<file path="src/rtl/rate_generator.sv">
// rate_generator: emits rate_act evenly spaced single-cycle pulses per CLK_FREQ-cycle window
// and reports the number of pulses emitted in each window as it closes.
module rate_generator #(
    parameter int unsigned CLK_FREQ = 125000000
) (
    input  logic        clk,
    input  logic        rst_n,
    input  logic        en,
    input  logic [31:0] rate_in,
    input  logic        rate_load,
    output logic        rate_ack,
    output logic        clamped,
    output logic        q,
    output logic        valid,
    output logic [31:0] last_count
);
    localparam logic [31:0] TOP  = 32'(CLK_FREQ - 1);
    localparam logic [31:0] HALF = 32'(CLK_FREQ / 2);
    localparam logic [32:0] FREQ = 33'(CLK_FREQ);

    logic [31:0] cnt_q, cnt_d, rate_q, rate_d, pend_val_q, pend_val_d;
    logic [31:0] count_q, count_d, last_q, last_d, new_rate;
    logic [32:0] acc_q, acc_d, sum;
    logic        pend_q, pend_d, clamped_q, clamped_d, pulse_q, pulse_d;
    logic        valid_q, valid_d, ack_q, ack_d;
    logic        boundary, fire, activate;

    always_comb begin
        boundary   = cnt_q == '0;
        sum        = acc_q + {1'b0, rate_q};
        fire       = sum >= FREQ;
        // a load on the boundary cycle itself wins over the older pending value
        new_rate   = rate_load ? rate_in : pend_val_q;
        activate   = (!en || boundary) && (rate_load || pend_q);
        cnt_d      = en ? (boundary ? TOP : cnt_q - 32'd1) : TOP;
        acc_d      = (!en || boundary) ? '0 : (fire ? sum - FREQ : sum);
        pulse_d    = en && fire;
        count_d    = (!en || boundary) ? '0 : count_q + {31'b0, fire};
        last_d     = (en && boundary) ? count_q + {31'b0, fire} : last_q;
        valid_d    = en && boundary;
        rate_d     = activate ? (new_rate > HALF ? HALF : new_rate) : rate_q;
        clamped_d  = activate ? new_rate > HALF : clamped_q;
        ack_d      = activate;
        pend_d     = activate ? 1'b0 : (rate_load ? 1'b1 : pend_q);
        pend_val_d = rate_load ? rate_in : pend_val_q;
    end

    always_ff @(posedge clk or negedge rst_n) begin
        if (!rst_n) begin
            cnt_q      <= TOP;
            acc_q      <= '0;
            rate_q     <= '0;
            pend_val_q <= '0;
            pend_q     <= 1'b0;
            count_q    <= '0;
            last_q     <= '0;
            clamped_q  <= 1'b0;
            pulse_q    <= 1'b0;
            valid_q    <= 1'b0;
            ack_q      <= 1'b0;
        end else begin
            cnt_q      <= cnt_d;
            acc_q      <= acc_d;
            rate_q     <= rate_d;
            pend_val_q <= pend_val_d;
            pend_q     <= pend_d;
            count_q    <= count_d;
            last_q     <= last_d;
            clamped_q  <= clamped_d;
            pulse_q    <= pulse_d;
            valid_q    <= valid_d;
            ack_q      <= ack_d;
        end
    end

    assign q          = pulse_q;
    assign valid      = valid_q;
    assign last_count = last_q;
    assign clamped    = clamped_q;
    assign rate_ack   = ack_q;
endmodule

</file>
<file path="config.mk">
export PLATFORM = sky130hd
export DESIGN_NAME = rate_generator
export DESIGN_NICKNAME = d
export VERILOG_FILES = /design/src/rtl/rate_generator.sv
export SDC_FILE = /design/constraint.sdc
export NUM_CORES = 1
export LEC_CHECK = 0
export CORE_MARGIN = 2
export CORE_UTILIZATION = 30
export DETAILED_ROUTE_END_ITERATION = 6
export SETUP_SLACK_MARGIN = 0.05
export SLEW_MARGIN = 20
export SYNTH_ARGS = -nofsm -noshare
export SYNTH_HDL_FRONTEND = slang
export SYNTH_SLANG_ARGS = --single-unit
</file>
<file path="constraint.sdc">
create_clock -name clk -period 15.3 [get_ports clk]
set_input_delay 1.53 -clock clk [delete_from_list [all_inputs] [get_ports clk]]
set_output_delay 1.53 -clock clk [all_outputs]
set_load 0.02 [all_outputs]
</file>
==> impl_summary.txt <==
----------------------------------------------------
[Cells and area]
  Total area of sequential cells ... 4980 µm²
  Layout Nets ... 1242
  Share of cells above drive strength 1 ... 8.40%
  Antenna cells ... 0
  Synth-to-Final Area Change ... 16.9%
  Footprint of the multi-input gates ... 5440 µm²
  Filler cell count in the final layout ... 3629

[Detailed routing]
  Drt initial violations ... 405
  Routed wl met2 ... 11700 µm
  Total wire length after detailed routing ... 25400 µm
  Top layer used by detailed routing ... met4
  Avg WL per Cell ... 15.5 µm
  Per-cell via count in the routed design ... 5.01
  Number of detailed-route iterations in the first pass ... 5
  Antenna-violating nets left ... 0
  Met3 layer wire length in the routed design ... 1090 µm
  DRC violations left ... 0
  DR vias ... 8222
  Met1 Wirelength ... 12300 µm

[CTS]
  CTS-repair resized insts ... 0
  Count of buffers added by post-CTS timing repair for setup ... 0
  Clock Sinks ... 198
  Cell at the root of the clock tree ... sky130_fd_sc_hd__clkbuf_16
  Clock transition time at the flip-flop clock pins of the worst setup and hold paths ... 80 ps
  CTS tree ... done
  Clock Path Buffers ... 2
  Maximum level of the CTS H-tree ... 4
  Clock Latency Late Sink ... 450 ps
  Number of buffers inserted by hold repair at cts ... 0
  Number of buffers created by CTS ... 17

[STA]
  Clock skew after layout ... 14.9 ps
  Slew of the pin with the lowest slew margin ... 986 ps
  Period utilization ... 40.0%
  Minimum clock period after layout ... 6120 ps
  Peak clock frequency supported by timing ... 0.163 GHz
  Setup TNS ... 0 ps
  Hold violation count in the final report ... 0
  Post-route worst hold slack ... 472 ps
  Slew Limit Fails ... 0
  Final number of setup-violating endpoints ... 0
  Worst relative slew slack ... 34.0%
  RSZ-0062 raised after global routing ... false

[Synthesis]
  Proportion of synthesized flip-flops having asynchronous set or reset ... 100%
  Distinct cell type count after synthesis ... 77
  Gate Count Post-Synth ... 1113
  Register bit total from synthesis ... 198
  Post-synth EDFFs ... 0
  Total number of yosys warnings ... 0
  Synth top area share ... 42.1%
  Main flop type after synthesis ... sky130_fd_sc_hd__dfrtp_1
  Leading cell types by count after synthesis ... 180 x sky130_fd_sc_hd__dfrtp_1, 123 x sky130_fd_sc_hd__nand2_1, 111 x sky130_fd_sc_hd__nor2_1, 69 x sky130_fd_sc_hd__o21ai_0, 56 x sky130_fd_sc_hd__a21oi_1
  Avg Synthesized Cell Area ... 9.62 µm²
  Largest cells by area after synthesis ... sky130_fd_sc_hd__dfrtp_1 42%, sky130_fd_sc_hd__ha_1 4.6%, sky130_fd_sc_hd__dfstp_2 4.4%, sky130_fd_sc_hd__nand2_1 4.3%, sky130_fd_sc_hd__xnor2_1 4.2%
  Biggest area consumer among synthesized cells ... sky130_fd_sc_hd__dfrtp_1
  Total nets after synthesis ... 1189
  Cell Area, Synth ... 10700 µm²
  Library cell with the highest instance count after synthesis ... sky130_fd_sc_hd__dfrtp_1
  Seq/Total Area, Yosys ... 46.5%

[Placement]
  Detailed placement HPWL ... 18300 µm
  Final estimated routing congestion in global placement ... 0.877
  Number of port buffers ... 71

[Pwr]
  Total power draw ... 1.90 mW
  Internal power ... 1.13 mW
  Part of the total power dissipated in combinational logic ... 43.3%
  Maximum resistive drop on vdd ... 92.0 µV
  Relative contribution of the clock network to total power ... 25.9%
  Part of the power in registers ... 30.8%
  Net switching fraction of the power ... 40.3%
  Leakage Power ... 5.26 nW
  Pwr dens ... 152 nW/µm²
  Reported net switching power ... 0.766 mW

[Floorplanning]
  Core outline area ... 35400 µm²
  Area enclosed by the die boundary ... 37200 µm²
  Vertical extent of the die ... 193 µm
  Total number of placement rows ... 69
  Floorplan die width ... 193 µm
  Starting Density ... 30.3%
  I/O pin cnt ... 72

[Worst hold path]
  Launch instance of the worst min-delay path ... cnt_q[0]$_DFF_PN1_
  Class of the tightest hold or removal check ... flip-flop to flip-flop

[Flow run]
  Max Cap Viol ... 0

[GRT]
  Global-route wire length before repair ... 42400 µm
  Sum of overflow across all layers after global routing ... 0
  Number of global-route vias before repair ... 8292
  Aggregate global-route resource usage ... 14.2%
  Initial antenna violation count ... 0
  Pin count of the biggest net entering global routing ... 80

[Setup path]
  Class of the most critical setup path ... flip-flop to flip-flop
  Type of element launching the critical path ... flip-flop
  Critical path data arrival time ... 6410 ps
  Critical path endpoint category ... flip-flop
  Data required, critical path ... 15590 ps
  Startpoint of the lowest-slack register-to-register path ... rate_q[17]$_DFFE_PN0P_
  Biggest fanout along the worst timing path ... 22
  Worst setup path startpoint ... rate_q[17]$_DFFE_PN0P_

[Status]
  Result of the run ... finished clean

----------------------------------------------------
==> sequential cells by signal, summed over array words and instances, names as in the netlist <==
| signal | flops |
|---|---|
| acc_q | 33 |
| clamped | 1 |
| cnt_q | 32 |
| count_q | 32 |
| last_count | 32 |
| pend_q | 1 |
| pend_val_q | 32 |
| q | 1 |
| rate_ack | 1 |
| rate_q | 32 |
| valid | 1 |
==> per-layer routing <==
metal,vias up,GRT usage [%]
met4,0,3.61
met1,4006,19.6
li1,4058,-
met5,-,0
met3,20,2.79
met2,138,22.8
==> placed cells by master, fill, tap and decap left out, types with 8 or more instances in the layout <==
cell type,count
sky130_fd_sc_hd__dfrtp_1,180
sky130_fd_sc_hd__nand2_1,122
sky130_fd_sc_hd__nor2_1,111
sky130_fd_sc_hd__clkdlybuf4s50_1,69
sky130_fd_sc_hd__o21ai_0,68
sky130_fd_sc_hd__a21oi_1,56
sky130_fd_sc_hd__xnor2_1,51
sky130_fd_sc_hd__ha_1,39
sky130_fd_sc_hd__xor2_1,35
sky130_fd_sc_hd__inv_1,31
sky130_fd_sc_hd__nand3_1,30
sky130_fd_sc_hd__nor3_1,29
sky130_fd_sc_hd__and2_1,28
sky130_fd_sc_hd__mux2i_1,21
sky130_fd_sc_hd__nand4_1,20
sky130_fd_sc_hd__o21ai_1,18
sky130_fd_sc_hd__dfstp_2,18
sky130_fd_sc_hd__a21o_1,17
sky130_fd_sc_hd__clkbuf_16,17
sky130_fd_sc_hd__mux2_2,16
sky130_fd_sc_hd__nor4_1,15
sky130_fd_sc_hd__and3_1,13
sky130_fd_sc_hd__or3_1,13
sky130_fd_sc_hd__o211ai_1,12
sky130_fd_sc_hd__o22a_1,11
sky130_fd_sc_hd__o21a_1,8
sky130_fd_sc_hd__and4_1,8
==> worst max-delay path, cell delays in order, from the launching register on <==
cell                       delay, ps
sky130_fd_sc_hd__dfrtp_1         390
sky130_fd_sc_hd__ha_1            430
sky130_fd_sc_hd__a21oi_1         380
sky130_fd_sc_hd__o21ai_1         230
sky130_fd_sc_hd__a311oi_1        610
sky130_fd_sc_hd__a21oi_1         210
sky130_fd_sc_hd__a31oi_1         420
sky130_fd_sc_hd__o211a_1         260
sky130_fd_sc_hd__o21ai_2         120
sky130_fd_sc_hd__a211oi_4        580
sky130_fd_sc_hd__nor2_2          360
sky130_fd_sc_hd__inv_1           170
sky130_fd_sc_hd__ha_1            200
sky130_fd_sc_hd__ha_1            230
sky130_fd_sc_hd__and4_1          350
sky130_fd_sc_hd__nand2_1         140
sky130_fd_sc_hd__or3_1           450
sky130_fd_sc_hd__nor2_1          170
sky130_fd_sc_hd__xnor2_1         140
sky130_fd_sc_hd__o21ai_0         110
==> power groups by stage <==
stage	clock, mW	sequential [mW]	combinational, mW
after floorplan	0	0.593	0.632
after global placement	0	0.594	0.811
after detailed placement	0	0.595	0.813
after CTS	0.507	0.585	0.817
after global routing	0.526	0.590	0.916
final	0.492	0.585	0.822
==> worst paths after layout <==
path                                              end  slack, ps  cells after the start
max                        last_count[26]$_DFFE_PN0P_       9180                     19
max reg2reg                last_count[26]$_DFFE_PN0P_       9180                     19
min reg2reg                        cnt_q[0]$_DFF_PN1_        470                      1
min                                cnt_q[0]$_DFF_PN1_        470                      1
min in group asynchronous    pend_val_q[29]$_DFF_PN0_       1100                      1
max in group asynchronous  last_count[27]$_DFFE_PN0P_      12890                      2
==> metrics by stage <==
stage,std cells,util [%],setup slack [ps],instance area (µm²)
3_5_place_dp,1608,33.5,9270,11900
2_1_floorplan,1113,-,10260,10700
3_3_place_gp,1608,33.5,9370,11900
4_1_cts,1640,35.4,9220,12500
5_1_grt,1640,35.4,8620,12500
6_report,1640,35.4,9180,12500
==> kinds of logic (layout without fill, tap and decap cells) <==
family,after synthesis,in the layout,synth area share (%)
flops,198,198,46.5
simple gates,427,427,19.5
compound gates,250,250,15.6
xor+xnor,87,87,7.18
mux,37,37,3.64
fa+ha+maj,40,40,4.74
buf+inv,74,140,2.82
==> final cells by class <==
type,count,area share (%)
Multi-Input combinational cell,841,43.5
Sequential cell,198,39.7
Timing Repair Buffer,76,5.97
Tap cell,461,4.61
Clock buffer,17,3.40
Clock inverter,15,1.86
Inverter,32,0.959
No activity file was read; power rests on OpenSTA's default activity.
